[config.mk]
export PLATFORM = sky130hd
export DESIGN_NAME = comparador_serie
export DESIGN_NICKNAME = d
export VERILOG_FILES = /design/src/rtl/comparador_serie.sv
export SDC_FILE = /design/constraint.sdc
export NUM_CORES = 1
export LEC_CHECK = 0
export ABC_CLOCK_PERIOD_IN_PS = 4530
export CAP_MARGIN = 20
export CORE_MARGIN = 3
export CORE_UTILIZATION = 30
export DETAILED_ROUTE_END_ITERATION = 10
export HOLD_SLACK_MARGIN = 0.08
export MAX_ROUTING_LAYER = met4
export PLACE_DENSITY = 0.6
export SYNTH_ARGS = -nofsm -noshare
export SYNTH_HDL_FRONTEND = slang
export SYNTH_SLANG_ARGS = --single-unit
[constraint.sdc]
create_clock -name clk -period 4.53 [get_ports clk]
set_clock_uncertainty 0.2 [all_clocks]
set_input_delay 0.6795 -clock clk [delete_from_list [all_inputs] [get_ports clk]]
set_output_delay 0.6795 -clock clk [all_outputs]
set_load 0.005 [all_outputs]
[src/rtl/comparador_serie.sv]
`default_nettype none
// ============================================================================
//  Module   : comparador_serie
//  Purpose  : Digit-serial magnitude comparator. Compares two K-bit operands
//             D bits per clock over N = ceil(K/D) cycles and reports
//             greater / equal / less. The scan order is chosen per operation:
//             dir=0 walks digits LSB first, dir=1 walks them MSB first.
//             Both orders take exactly N cycles and give the same result.
//
//  Parameters:
//     K        operand width in bits (K >= 1)
//     D        digit width, bits compared per cycle (1 <= D <= K)
//
//  Ports:
//     clk      in   rising-edge clock
//     rst_n    in   asynchronous, active-low reset
//     start    in   latch A, B, dir and begin a comparison
//     dir      in   0 = right-to-left (LSB first), 1 = left-to-right
//     A, B     in   K-bit operands
//     busy     out  comparison in progress
//     valid    out  one-cycle pulse, results have just been updated
//     mayor    out  A >  B
//     igual    out  A == B
//     menor    out  A <  B
//
//  Build option:
//     COMPARADOR_SIGNED_EN  when defined, A and B are two's complement.
//
//  Revision : 1.0 - initial release
// ============================================================================
module comparador_serie #(
   parameter int K = 8,
   parameter int D = 1
) (
   input  logic         clk,
   input  logic         rst_n,
   input  logic         start,
   input  logic         dir,
   input  logic [K-1:0] A,
   input  logic [K-1:0] B,
   output logic         busy,
   output logic         valid,
   output logic         mayor,
   output logic         igual,
   output logic         menor
);

   // ------------------------------------------------------------------------
   // Derived constants
   // ------------------------------------------------------------------------
   localparam int c_n  = (K + D - 1) / D;                 // processing steps
   localparam int c_w  = c_n * D;                         // padded width
   localparam int c_cw = (c_n > 1) ? $clog2(c_n) : 1;     // counter width
   localparam logic [c_cw-1:0] c_last = c_cw'(c_n - 1);

   // ------------------------------------------------------------------------
   // State machine encoding
   // ------------------------------------------------------------------------
   typedef enum logic [1:0] {
      s_idle    = 2'd0,
      s_compara = 2'd1,
      s_listo   = 2'd2
   } state_t;

   state_t r_state;
   state_t w_state_next;

   // ------------------------------------------------------------------------
   // Operand mapping. In signed mode flipping the sign bit turns two's
   // complement order into plain unsigned order; the zero padding above
   // bit K-1 is added afterwards so it is never touched by the flip.
   // ------------------------------------------------------------------------
   logic [K-1:0]   w_a_map;
   logic [K-1:0]   w_b_map;
   logic [c_w-1:0] w_a_ext;
   logic [c_w-1:0] w_b_ext;

`ifdef COMPARADOR_SIGNED_EN
   always_comb begin
      w_a_map        = A;
      w_b_map        = B;
      w_a_map[K-1]   = ~A[K-1];
      w_b_map[K-1]   = ~B[K-1];
   end
`else
   assign w_a_map = A;
   assign w_b_map = B;
`endif

   always_comb begin
      w_a_ext          = '0;
      w_b_ext          = '0;
      w_a_ext[K-1:0]   = w_a_map;
      w_b_ext[K-1:0]   = w_b_map;
   end

   // ------------------------------------------------------------------------
   // Registered datapath. Operands are held as arrays of digits so that
   // digit j is simply element j (bits [j*D +: D] of the padded operand).
   // ------------------------------------------------------------------------
   logic [c_n-1:0][D-1:0] r_a;
   logic [c_n-1:0][D-1:0] r_b;
   logic                  r_dir;
   logic [c_cw-1:0]       r_cnt;
   logic                  r_eq;
   logic                  r_gt;
   logic                  r_lt;
   logic                  r_valid;
   logic                  r_mayor;
   logic                  r_igual;
   logic                  r_menor;

   // FSM control strobes
   logic w_load;
   logic w_step;
   logic w_done;

   // ------------------------------------------------------------------------
   // Digit selection and accumulator update
   // ------------------------------------------------------------------------
   logic [c_cw-1:0] w_idx;
   logic [D-1:0]    w_da;
   logic [D-1:0]    w_db;
   logic            w_upd;
   logic            w_eq_n;
   logic            w_gt_n;
   logic            w_lt_n;

   // MSB-first mode walks the digits downward from N-1.
   assign w_idx = r_dir ? (c_last - r_cnt) : r_cnt;
   assign w_da  = r_a[w_idx];
   assign w_db  = r_b[w_idx];

   // LSB first: every differing digit overrides, so the most significant
   // difference is the one left standing at the end.
   // MSB first: only the first differing digit counts; once eq drops the
   // verdict is frozen.
   assign w_upd  = (w_da != w_db) && (!r_dir || r_eq);
   assign w_gt_n = w_upd ? (w_da > w_db) : r_gt;
   assign w_lt_n = w_upd ? (w_da < w_db) : r_lt;
   assign w_eq_n = w_upd ? 1'b0          : r_eq;

   // ------------------------------------------------------------------------
   // FSM: state register
   // ------------------------------------------------------------------------
   always_ff @(posedge clk or negedge rst_n) begin
      if (!rst_n) begin
         r_state <= s_idle;
      end else begin
         r_state <= w_state_next;
      end
   end

   // ------------------------------------------------------------------------
   // FSM: next state and control strobes
   // LISTO accepts a new start exactly like IDLE, which gives back-to-back
   // operation at one comparison every N+1 cycles.
   // ------------------------------------------------------------------------
   always_comb begin
      w_state_next = r_state;
      w_load       = 1'b0;
      w_step       = 1'b0;
      w_done       = 1'b0;
      case (r_state)
         s_idle, s_listo: begin
            if (start) begin
               w_load       = 1'b1;
               w_state_next = s_compara;
            end else begin
               w_state_next = s_idle;
            end
         end
         s_compara: begin
            // start is deliberately not looked at here
            w_step = 1'b1;
            if (r_cnt == c_last) begin
               w_done       = 1'b1;
               w_state_next = s_listo;
            end
         end
         default: begin
            w_state_next = s_idle;
         end
      endcase
   end

   // ------------------------------------------------------------------------
   // Datapath and result registers
   // ------------------------------------------------------------------------
   always_ff @(posedge clk or negedge rst_n) begin
      if (!rst_n) begin
         r_a     <= '0;
         r_b     <= '0;
         r_dir   <= 1'b0;
         r_cnt   <= '0;
         r_eq    <= 1'b0;
         r_gt    <= 1'b0;
         r_lt    <= 1'b0;
         r_valid <= 1'b0;
         r_mayor <= 1'b0;
         r_igual <= 1'b0;
         r_menor <= 1'b0;
      end else begin
         if (w_load) begin
            r_a   <= w_a_ext;
            r_b   <= w_b_ext;
            r_dir <= dir;
            r_cnt <= '0;
            r_eq  <= 1'b1;
            r_gt  <= 1'b0;
            r_lt  <= 1'b0;
         end else if (w_step) begin
            r_cnt <= w_done ? '0 : (r_cnt + c_cw'(1));
            r_eq  <= w_eq_n;
            r_gt  <= w_gt_n;
            r_lt  <= w_lt_n;
         end

         r_valid <= w_done;

         // Results only move on completion, so they are stable while busy.
         if (w_done) begin
            r_mayor <= w_gt_n;
            r_igual <= w_eq_n;
            r_menor <= w_lt_n;
         end
      end
   end

   // ------------------------------------------------------------------------
   // Outputs
   // ------------------------------------------------------------------------
   assign busy  = (r_state == s_compara);
   assign valid = r_valid;
   assign mayor = r_mayor;
   assign igual = r_igual;
   assign menor = r_menor;

endmodule
`default_nettype wire
==> results of run 1 <==
## cell type report
class	count	area (sq um)	share of cell area, %
clock buffer	7	96.3	5.15
sequential	29	726	38.8
inverter	5	18.8	1.00
clock inverter	1	5.00	0.267
multi-input combinational	76	689	36.8
timing repair buffer	26	255	13.6
tap	65	81.3	4.34
## flip-flops by register name, summed over array words and instances (netlist names)
| register | flops |
|---|---|
| r_a | 8 |
| r_gt | 1 |
| r_eq | 1 |
| mayor | 1 |
| r_state | 2 |
| igual | 1 |
| r_cnt | 3 |
| r_lt | 1 |
| r_b | 8 |
| menor | 1 |
| r_dir | 1 |
| valid | 1 |
## tightest hold or removal path, cell delays in order, from the launching register on
cell and delay (ps):
dfrtp_1 340, nand2_1 50, o21ai_0 60
## metal layers
layer | wire length [um] | part of all wire (%)
met5 | 0 | 0
met4 | 48 | 1.8
met3 | 146 | 5.4
met2 | 1310 | 48
met1 | 1200 | 44
## cells in the final DEF (no fill, tap or decap)
cell type,instances
a21o_1,1
a21oi_1,1
a22o_2,1
a32o_1,3
buf_4,2
clkbuf_8,7
clkdlybuf4s50_1,24
clkinv_1,1
clkinv_2,1
dfrtp_1,29
ha_1,4
inv_1,4
mux2_2,17
mux2i_1,10
mux4_1,3
mux4_2,1
nand2_1,12
nand2b_1,1
nand3_1,4
nor2_1,1
nor2b_1,3
o211ai_1,1
o211ai_2,1
o21ai_0,5
o21bai_1,1
o22a_1,2
o22a_2,1
o22ai_1,2
o31ai_1,1
## how the worst min path moves through the flow
stage                from     to  slack, ps
floorplan           rst_n  igual        180
CTS                 mayor  mayor        290
finish              mayor  mayor        290
global route        mayor  mayor        300
detailed placement  mayor  mayor        280
global placement    mayor  mayor        260
## per-stage QoR
stage	setup WS [ps]	total power, mW	area, sq um	hold slack, ps	instances
after floorplan	1910	0.991	1490	184	117
after global placement	1520	1.09	1770	264	201
after detailed placement	1420	1.12	1770	279	201
after CTS	1360	1.36	1870	293	209
after global routing	1170	1.46	1870	305	209
final	1350	1.34	1870	286	209
## report_power, final
group | leakage [nW] | switching [mW] | internal, mW
Combinational | 0.392 | 0.247 | 0.355
Sequential | 0.356 | 0.129 | 0.376
Clock | 0.0542 | 0.0950 | 0.137
## logic make-up (layout without fill, tap and decap cells)
family | count (synthesis) | after routing | synth area share (%)
AO/OA/AOI/OAI | 20 | 20 | 10.3
adder cells (fa/ha/maj) | 4 | 4 | 3.37
AND/OR/NAND/NOR | 21 | 21 | 6.31
flip-flops | 29 | 29 | 48.8
buffers and inverters | 12 | 39 | 4.80
multiplexers | 31 | 31 | 26.4
==> flow_metrics.py, run 1 <==
metrics = {
    "cts": {
        "cts_setup_buffers": 0,
        "clk_latency_ps": 280,
        "h-tree-depth": 2,
        "clockBufferDepth": 2,
        "ctsResizeCount": 0,
        "cts_sinks": 29,
        "cts_buffers": 5,
        "clk_pin_slew_ps": 60,
        "cts_tree": "done",
        "hold_buffers": 0,
        "clockRootBuffer": "clkbuf_8",
    },
    "sta": {
        "fin_crit_ps": 3180,
        "clock.fmax_mhz": 315,
        "rsz0062_at_grt": "false",
        "period_share_pct": 70.2,
        "relSlewSlack_pct": 57.7,
        "tightest_slew_ps": 634,
        "final_max_slew_viol_count": 0,
        "setup_tns_ps": 0,
        "final-hold-violation-count": 0,
        "setup_viol": 0,
    },
    "drt": {
        "finalWirelength_um": 2710,
        "dr.pass1.iters": 4,
        "num_vias": 996,
        "ant_nets": 0,
        "drc": 0,
        "drt-initial-drc-count": 16,
        "detail_route.vias_per_cell": 4.77,
        "wire_per_inst_um": 13.0,
    },
    "die": {
        "rows": 24,
        "initial_core_util_pct": 32.6,
        "coreArea_sq_um": 4560,
        "die_y_um": 76.4,
        "die_area_sq_um": 5840,
        "die_w_um": 76.4,
        "ios": 25,
    },
    "grt": {
        "grt_use_met1_pct": 12.4,
        "antenna_found_initial": 0,
        "grt-busiest-layer": "met2",
        "grt_max_degree": 30,
        "grt_pass1_wl_um": 4800,
        "overflow": 0,
        "first_global_vias": 1042,
        "grt_usage_pct": 10.7,
        "grt_util_met2_pct": 16.1,
        "use_met3_pct": 3.66,
    },
    "logic_synthesis": {
        "async_flop_share_pct": 100,
        "synth_edf_count": 0,
        "synth_top_area_cell": "dfrtp_1",
        "syn_area_sq_um": 1490,
        "synth_commonest_cells": "dfrtp_1, mux2_2, nand2_1, mux2i_1, o21ai_0",
        "synth.most_common_cell": "dfrtp_1",
        "synthCells": 117,
        "synth.area.top_cells": "dfrtp_1, mux2_2, mux2i_1",
        "yosysWarnings": 0,
        "yosysSeqAreaShare_pct": 48.8,
        "synth_flop_cell": "dfrtp_1",
        "synth.avg_cell_area_sq_um": 12.7,
        "netlist.area_leader.share_pct": 48.8,
        "syn-num-nets": 141,
        "synth_cell_types": 29,
        "synth_seq_cells": 29,
    },
    "setup_path": {
        "rr_startpoint": "r_cnt[1]",
        "critPathTopFamily": "compound AO/OA/AOI/OAI gates",
        "worst_ep_required_time_ps": 4500,
        "crit_slowest_cell": "dfrtp_1",
        "worst-r2r-setup-slack_ps": 1350,
        "crit_cells": 7,
        "critical_path.startpoint": "r_cnt[1]",
        "critPathCaptureType": "register",
        "cp_slowest_stage_delay_ps": 750,
        "path_max_fanout": 14,
        "path_buf_inv": 0,
        "rr_worst_depth": 7,
        "path_cells": "mux4_1, o21ai_0, o22ai_1, ha_1, a21oi_1, o21bai_1, a32o_1",
        "rr_endpoint": "r_gt",
        "worstSetupEndpoint": "r_gt",
        "critPathKind": "reg -> reg",
        "cp.arrival_ps": 3150,
        "cp-start-kind": "register",
    },
    "cells_and_area": {
        "utilization_pct": 41.0,
        "area_growth_pct": 25.9,
        "final_nets": 167,
        "nFillCells": 453,
        "final_layout_size_suffix_gt1_share_pct": 21.5,
        "diodes": 0,
    },
    "power_and_ir_drop": {
        "irDropWorstVdd_mv": 0.299,
        "powerDensity_nw_per_um2": 716,
        "leakage_nw": 0.803,
    },
    "worst_hold_path": {
        "hp-class": "reg -> reg",
        "holdPathStages": 2,
    },
    "placed_design": {
        "port_buffers": 24,
        "hpwl_um": 1980,
        "place_congestion": 0.755,
    },
    "outcome": {
        "outcome": "finished clean",
    },
    "job": {
        "max_cap_viol_count": 0,
    },
}
Power figures use the tool's default switching activity.
==> run 2, diff against run 1 <==
- ABC_CLOCK_PERIOD_IN_PS: 4530 -> 2680
- PLACE_DENSITY: 0.6 -> 0.62
- clock period: 4.53 -> 2.68 ns (I/O delays scaled with it)
==> flow_metrics.py, run 2 (synthesized netlist as in run 1, its figures left out) <==
metrics = {
    "setup_path": {
        "cp-start-kind": "register",
        "worst_ep_required_time_ps": 2640,
        "worst-r2r-setup-slack_ps": 130,
        "crit_slowest_cell": "mux4_1",
        "critPathKind": "reg -> reg",
        "path_cells": "mux4_1, o21ai_2, o22ai_1, ha_1, a21oi_2, buf_4, o21bai_1, a32o_1",
        "critPathCaptureType": "register",
        "cp.arrival_ps": 2520,
        "path_buf_inv": 1,
        "rr_endpoint": "r_lt",
        "rr_startpoint": "r_cnt[1]",
        "critical_path.startpoint": "r_cnt[1]",
        "crit_cells": 8,
        "worstSetupEndpoint": "r_lt",
        "cp_slowest_stage_delay_ps": 600,
        "path_max_fanout": 8,
        "critPathTopFamily": "compound AO/OA/AOI/OAI gates",
        "rr_worst_depth": 8,
    },
    "grt": {
        "grt_pass1_wl_um": 5080,
        "overflow": 0,
        "first_global_vias": 1100,
        "grt_usage_pct": 11.4,
        "grt_max_degree": 30,
        "antenna_found_initial": 0,
    },
    "power_and_ir_drop": {
        "finalPower_mw": 2.47,
        "powerDensity_nw_per_um2": 1290,
        "leakage_nw": 0.828,
        "irDropWorstVdd_mv": 0.458,
    },
    "cells_and_area": {
        "diodes": 0,
        "layout_commonest_cell": "dfrtp_1",
        "final_nets": 175,
        "utilization_pct": 42.1,
        "finalNonFillerCells": 216,
        "reg_top3": "r_a x8, r_b x8, r_cnt x3",
        "final_layout_size_suffix_gt1_share_pct": 27.8,
        "stdcell_area_sq_um": 1920,
        "final_cell_mix": "dfrtp_1, clkdlybuf4s50_1, mux2_2",
        "area_growth_pct": 29.4,
    },
    "drt": {
        "wire_per_inst_um": 13.5,
        "num_vias": 1045,
        "drc": 0,
        "ant_nets": 0,
        "finalWirelength_um": 2920,
        "detail_route.vias_per_cell": 4.84,
        "drt-initial-drc-count": 54,
        "dr.pass1.iters": 4,
    },
    "job": {
        "max_cap_viol_count": 0,
    },
    "die": {
        "die_area_sq_um": 5840,
        "rows": 24,
        "die_w_um": 76.4,
        "coreArea_sq_um": 4560,
        "initial_core_util_pct": 32.6,
        "die_y_um": 76.4,
        "ios": 25,
    },
    "placed_design": {
        "hpwl_um": 2200,
        "place_area_sq_um": 1830,
        "place_congestion": 0.739,
        "post-place-ws_ps": -50.5,
        "dp.cells": 209,
        "port_buffers": 24,
    },
    "sta": {
        "period_share_pct": 95.3,
        "clock.fmax_mhz": 392,
        "fin_crit_ps": 2550,
        "final_max_slew_viol_count": 0,
        "relSlewSlack_pct": 68.5,
        "setup_viol": 0,
        "worst_slack_ps": 126,
        "tightest_slew_ps": 472,
        "final-hold-violation-count": 0,
    },
    "cts": {
        "clockBufferDepth": 2,
        "cts_setup_buffers": 0,
        "clk_latency_ps": 280,
        "cts_sinks": 29,
        "cts_tree": "done",
        "h-tree-depth": 2,
        "clockRootBuffer": "clkbuf_8",
        "cts_buffers": 5,
        "clk_pin_slew_ps": 60,
    },
    "outcome": {
        "outcome": "finished clean",
    },
    "worst_hold_path": {
        "hp-class": "reg -> reg",
        "holdPathStages": 2,
    },
}
[run 2: metal layers]
layer	global-route usage (%)	vias to the layer above	routed length, um
met3	3.90	7	146
li1	-	496	-
met1	12.8	519	1240
met5	-	-	0
met4	6.34	0	61
met2	17.8	23	1470
[run 2: report_power, final]
group          switching [mW]  internal, mW  total [mW]
Sequential              0.197         0.640       0.837
Clock                   0.152         0.203       0.355
Combinational           0.517         0.765        1.28
Total                   0.866          1.61        2.47
[run 2: worst min path at each step]
stage,from,end,slack (ps)
6_report,menor,menor,280
3_3_place_gp,menor,menor,270
4_1_cts,menor,menor,290
3_5_place_dp,menor,menor,280
2_1_floorplan,rst_n,igual,-90
5_1_grt,menor,menor,330
[run 2: final cells by class]
class / count / area [sq um]
Fill cell: 453 / 2640
Sequential cell: 29 / 728
Multi-Input combinational cell: 76 / 693
Timing Repair Buffer: 34 / 315
Clock buffer: 7 / 86.3
Tap cell: 65 / 81.3
Inverter: 5 / 18.8
[run 2: worst reg2reg max path: stages, from the launching register on]
cell,delay [ps]
dfrtp_2,470
mux4_1,600
o21ai_2,150
o22ai_1,110
ha_1,330
a21oi_2,130
buf_4,150
o21bai_1,80
a32o_1,220
[run 2: timing repair]
action	in CTS	in global routing
pin swaps	0	1
hold buffers	0	0
endpoints found under the setup margin	4	4
gates resized for setup	1	6
endpoints found under the hold margin	0	0
[run 2: through the flow]
stage	TNS (ps)	hold WS [ps]
3_3_place_gp	0	270
3_5_place_dp	-127	278
4_1_cts	0	291
2_1_floorplan	0	-93.6
5_1_grt	-7.54	327
6_report	0	282
==> RTL change 1, RTL diff (config.mk and constraints of run 2) <==
The option `COMPARADOR_SIGNED_EN` is turned on by a define.
--- a/src/rtl/comparador_serie.sv
+++ b/src/rtl/comparador_serie.sv
@@ -28,6 +28,8 @@
 //
 //  Revision : 1.0 - initial release
 // ============================================================================
+`define COMPARADOR_SIGNED_EN
+
 module comparador_serie #(
    parameter int K = 8,
    parameter int D = 1
Check against the original RTL: not equivalent (Yosys sat finds a counterexample within 10 cycles, from zero or initial values and one cycle with rst_n low).
==> RTL change 1 against run 2 <==
Routed wire length rose by 1.8%; area after synthesis fell by 0.34%; worst setup slack improved by 0.048 ns; critical endpoint unchanged; largest power group unchanged; core utilization fell by 0.77 points; total power fell by 10%; cell area fell by 1.8%; sequential cell count did not move.
==> RTL change 1: results (changes against run 2) <==
Tot GR Track Use 0.114 (about the same); Switching Fraction 0.376 (was 0.350); Data arrival, critical path 2.46 ns (was 2.52 ns); origin of the worst min-delay path mayor (was menor); routed vias 1114 (was 1045); Post-DP HPWL 2150 um (was 2200 um); Worst Hold Path EP mayor (was menor); area post-placement 1790 um2 (was 1830 um2); proportion of synthesized area in mux cells 0.136 (was 0.264); Adder-Cell Fraction of Synth Area 0.0338 (was 0.0337); Placer Congestion 0.792 (was 0.739); R2R Setup Slk 0.17 ns (was 0.13 ns); sequential area share after synthesis 0.490 (was 0.488); initial drt markers 38 (was 54); Synth Area in Compound Gates 0.0938 (was 0.103); status complete, no violations (unchanged); Pleak 0.899 nW (was 0.828 nW); global-route wire length before repair 5110 um (was 5080 um); Distinct cells, synth 25 (was 29); share of layout cells above drive strength 1 0.104 (was 0.278); Reg2Reg Depth 7 (was 8); top cells by area, synth dfrtp_1 49%, nand2_1 16%, mux2i_1 6.8% (was dfrtp_1 49%, mux2_2 13%, mux2i_1 6.7%); normalized max-slew margin 0.501 (was 0.685); drt wl/cell 12.0 um (was 13.5 um); VDD IR max 0.000498 V (was 0.000458 V); syn nets 178 (was 141); crit path max fanout 6 (was 8); nets@finish 207 (was 175); synth cell count leaders 62 x nand2_1, 29 x dfrtp_1, 11 x o21ai_0 (was 29 x dfrtp_1, 17 x mux2_2, 12 x nand2_1)
[RTL change 1: cell types whose count changed in the layout (fill, tap and decap cells not counted), sizes merged]
cell	change
a21o	-1
a32o	-2
buf	-3
clkinv	-1
inv	+1
mux2	-17
nand2	+50
nand2b	+1
o21ai	+6
o21bai	-1
o22a	-1
[RTL change 1: logic make-up (layout without fill, tap and decap cells)]
logic type	Yosys count	count (layout)
compound gates	21	21
fa+ha+maj	4	4
flops	29	29
buf+inv	14	43
simple gates	72	72
mux	14	14
[RTL change 1: layout make-up]
type / count / area, um2 / area share
repair buffers: 31 / 293 / 0.155
clock buffers: 7 / 86.3 / 0.0457
well taps: 65 / 81.3 / 0.0431
multi-input cells: 111 / 682 / 0.361
flip-flops and latches: 29 / 727 / 0.385
inverters: 5 / 18.8 / 0.00994
[RTL change 1: metal layers]
layer	up-vias	share of wire	global-route usage
li1	570	-	-
met1	518	0.49	0.152
met2	21	0.45	0.157
met3	5	0.045	0.0331
met4	0	0.018	0.0543
met5	-	0	-
[RTL change 1: power by group through the flow]
stage	clock network (mW)	registers [mW]	logic, mW
after floorplan	0	0.732	0.842
after CTS	0.372	0.816	1.02
final	0.363	0.819	1.04
after global routing	0.390	0.852	1.18
after global placement	0	0.821	1.00
after detailed placement	0	0.822	1.02
[RTL change 1: timing repair]
action                     4_1_cts  5_1_grt
resized for setup                0        2
setup endpoints to repair        0        4
hold endpoints to repair         0        0
hold buffers                     0        0
setup buffers                    0        1
[RTL change 1: worst max path at each step]
| stage | slack [ns] | from | endpoint |
|---|---|---|---|
| detailed placement | 0.04 | r_cnt[1] | r_lt |
| finish | 0.17 | r_cnt[1] | r_lt |
| global placement | 0.09 | r_cnt[1] | mayor |
| global route | -0.008 | r_cnt[1] | r_lt |
| floorplan | 0.22 | r_cnt[1] | mayor |
| CTS | 0.02 | r_cnt[1] | r_gt |
[RTL change 1: through the flow]
step | setup slack, ns | std cells | hold slack, ns | utilization
2_1_floorplan | 0.215 | 154 | -0.0936 | -
3_3_place_gp | 0.0931 | 240 | 0.269 | 0.392
3_5_place_dp | 0.0407 | 240 | 0.276 | 0.392
4_1_cts | 0.0158 | 247 | 0.292 | 0.411
5_1_grt | -0.00825 | 248 | 0.322 | 0.414
6_report | 0.174 | 248 | 0.282 | 0.414
[RTL change 1: worst max-delay path: cells and delay by family (launching register included)]
kind	cells	cell delay [ns]
flops	1	0.42
fa+ha+maj	1	0.33
compound gates	4	0.64
mux	2	0.78
==> RTL change 2, RTL diff (flow settings as in run 2) <==
Made on the original files. Put a register stage on the output `busy`, cleared by the reset. The value now appears one clock later. The other outputs are not delayed to match.
--- a/src/rtl/comparador_serie.sv
+++ b/src/rtl/comparador_serie.sv
@@ -230,7 +230,13 @@
    // ------------------------------------------------------------------------
    // Outputs
    // ------------------------------------------------------------------------
-   assign busy  = (r_state == s_compara);
+   always_ff @(posedge clk or negedge rst_n) begin
+      if (!rst_n) begin
+         busy <= '0;
+      end else begin
+         busy <= (r_state == s_compara);
+      end
+   end
    assign valid = r_valid;
    assign mayor = r_mayor;
    assign igual = r_igual;
Check against the original RTL: not equivalent (Yosys sat finds a counterexample within 4 cycles, from zero or initial values and one cycle with rst_n low).
==> RTL change 2 against run 2 <==
Area after synthesis grew 1.7%; worst setup slack improved by 0.029 ns; cell area is 0.91% lower; die area increased by 1.6%; total power decreased by 5.1%; sequential share of layout area is 1.6 points higher; sequential cell count increased by 1; routed wire length is 5.8% lower; critical path type unchanged; largest power group unchanged; highest routed layer unchanged.
==> RTL change 2: results (changes against run 2) <==
status complete, no violations (unchanged); fin crit share 0.942 (was 0.953); crit path from r_cnt[1] (unchanged); Hold WC Path Type reg2reg (unchanged); Place WS -0.0395 ns (was -0.0505 ns); clock slew at reported path FFs 0.06 ns (about the same); htree depth 2 (unchanged); Placer Congestion 0.739 (about the same); vias in the first global route 1061 (was 1100); sequential area share after synthesis 0.497 (was 0.488); deepest clock path buffer count 2 (unchanged); router iterations before antenna repair 4 (unchanged); area post-placement 1830 um2 (about the same); diode count 0 (unchanged); normalized max-slew margin 0.716 (was 0.685); Syn. warnings 0 (unchanged); nets@finish 172 (was 175); top cells by area, synth dfrtp_1 50%, mux2_2 13%, mux2i_1 6.6% (was dfrtp_1 49%, mux2_2 13%, mux2i_1 6.7%); Clk Latency, worst-skew pair 0.28 ns (about the same); share of layout cells above drive strength 1 0.250 (was 0.278); syn nets 142 (was 141); worst setup path endpoint r_lt (unchanged); clk root buf clkbuf_8 (unchanged); global-route wire length before repair 4840 um (was 5080 um); setup bufs post-CTS 0 (unchanged); CTS Buf Count 5 (unchanged); Distinct cells, synth 29 (unchanged); FFs w/ async S/R, synth 1.00 (unchanged); Post-DP HPWL 2070 um (was 2200 um); registers with the most flip-flops r_a: 8 flops, r_b: 8 flops, r_cnt: 3 flops (unchanged); R2R Setup Slk 0.16 ns (was 0.13 ns); initial drt markers 31 (was 54); VDD IR max 0.000461 V (was 0.000458 V); Port Buffer Count 24 (unchanged); Tot GR Track Use 0.107 (was 0.114); Reg2Reg Depth 8 (unchanged); routed vias 994 (was 1045); synth cell count leaders 30 x dfrtp_1, 17 x mux2_2, 12 x nand2_1 (was 29 x dfrtp_1, 17 x mux2_2, 12 x nand2_1); Pleak 0.809 nW (was 0.828 nW); delay of the slowest critical-path stage 0.53 ns (was 0.60 ns); slowest stage cell, crit path mux4_2 (was mux4_1); R2R Path End r_lt (unchanged); antenna violations before repair 0 (unchanged); largest net degree at the start of global routing 31 (was 30); crit path max fanout 8 (unchanged); drt wl/cell 12.8 um (was 13.5 um); Data arrival, critical path 2.49 ns (was 2.52 ns); CP delay by family, top compound AO/OA/AOI/OAI gates (unchanged)
RTL change 2: metal layers:
layer / vias up / GRT usage / wire length (um)
li1: 492 / - / -
met4: 0 / 0.0356 / 23
met2: 24 / 0.159 / 1300
met1: 474 / 0.130 / 1300
met3: 4 / 0.0481 / 135
met5: - / - / 0
RTL change 2: worst min path at each step:
stage / start / to / slack, ns / cells after the start
3_3_place_gp: mayor / mayor / 0.27 / 2
5_1_grt: r_gt / r_gt / 0.32 / 1
2_1_floorplan: rst_n / busy / -0.09 / 0
4_1_cts: menor / menor / 0.29 / 2
6_report: menor / menor / 0.28 / 2
3_5_place_dp: menor / menor / 0.27 / 2
RTL change 2: cells by family (layout without fill, tap and decap cells):
family / count (synthesis) / in the layout / synth area share
muxes: 31 / 31 / 0.260
DFF: 30 / 30 / 0.497
and+or+nand+nor: 21 / 21 / 0.0621
AOI/OAI and AO/OA: 20 / 20 / 0.101
buffers and inverters: 12 / 42 / 0.0472
adders and majority gates: 4 / 4 / 0.0331
RTL change 2: metrics by stage:
stage	power (mW)	std cells
after floorplan	1.70	118
after global placement	1.94	208
after detailed placement	2.00	208
after CTS	2.34	215
after global routing	2.55	215
final	2.35	215
RTL change 2: where the power goes:
group	internal (mW)	leakage, nW	switching [mW]	total (mW)
registers	0.660	0.365	0.212	0.872
clock network	0.178	0.0383	0.148	0.326
logic	0.678	0.405	0.472	1.15
total	1.52	0.809	0.832	2.35
RTL change 2: worst min-delay path, cell delays in order (launching register included):
cell	delay, ns
dfrtp_1	0.34
nand2_1	0.04
o21ai_0	0.06
RTL change 2: final cells by class:
class	count	area (um2)
Fill cell	449	2880
Tap cell	67	83.8
Clock buffer	7	76.3
Multi-Input combinational cell	76	689
Sequential cell	30	752
Timing Repair Buffer	30	285
Inverter	5	18.8
RTL change 2: timing repair:
action                     in CTS  in global routing
pin swaps                       0                  2
setup endpoints to repair       4                  4
gates cloned                    0                  0
gates resized for setup         1                  7
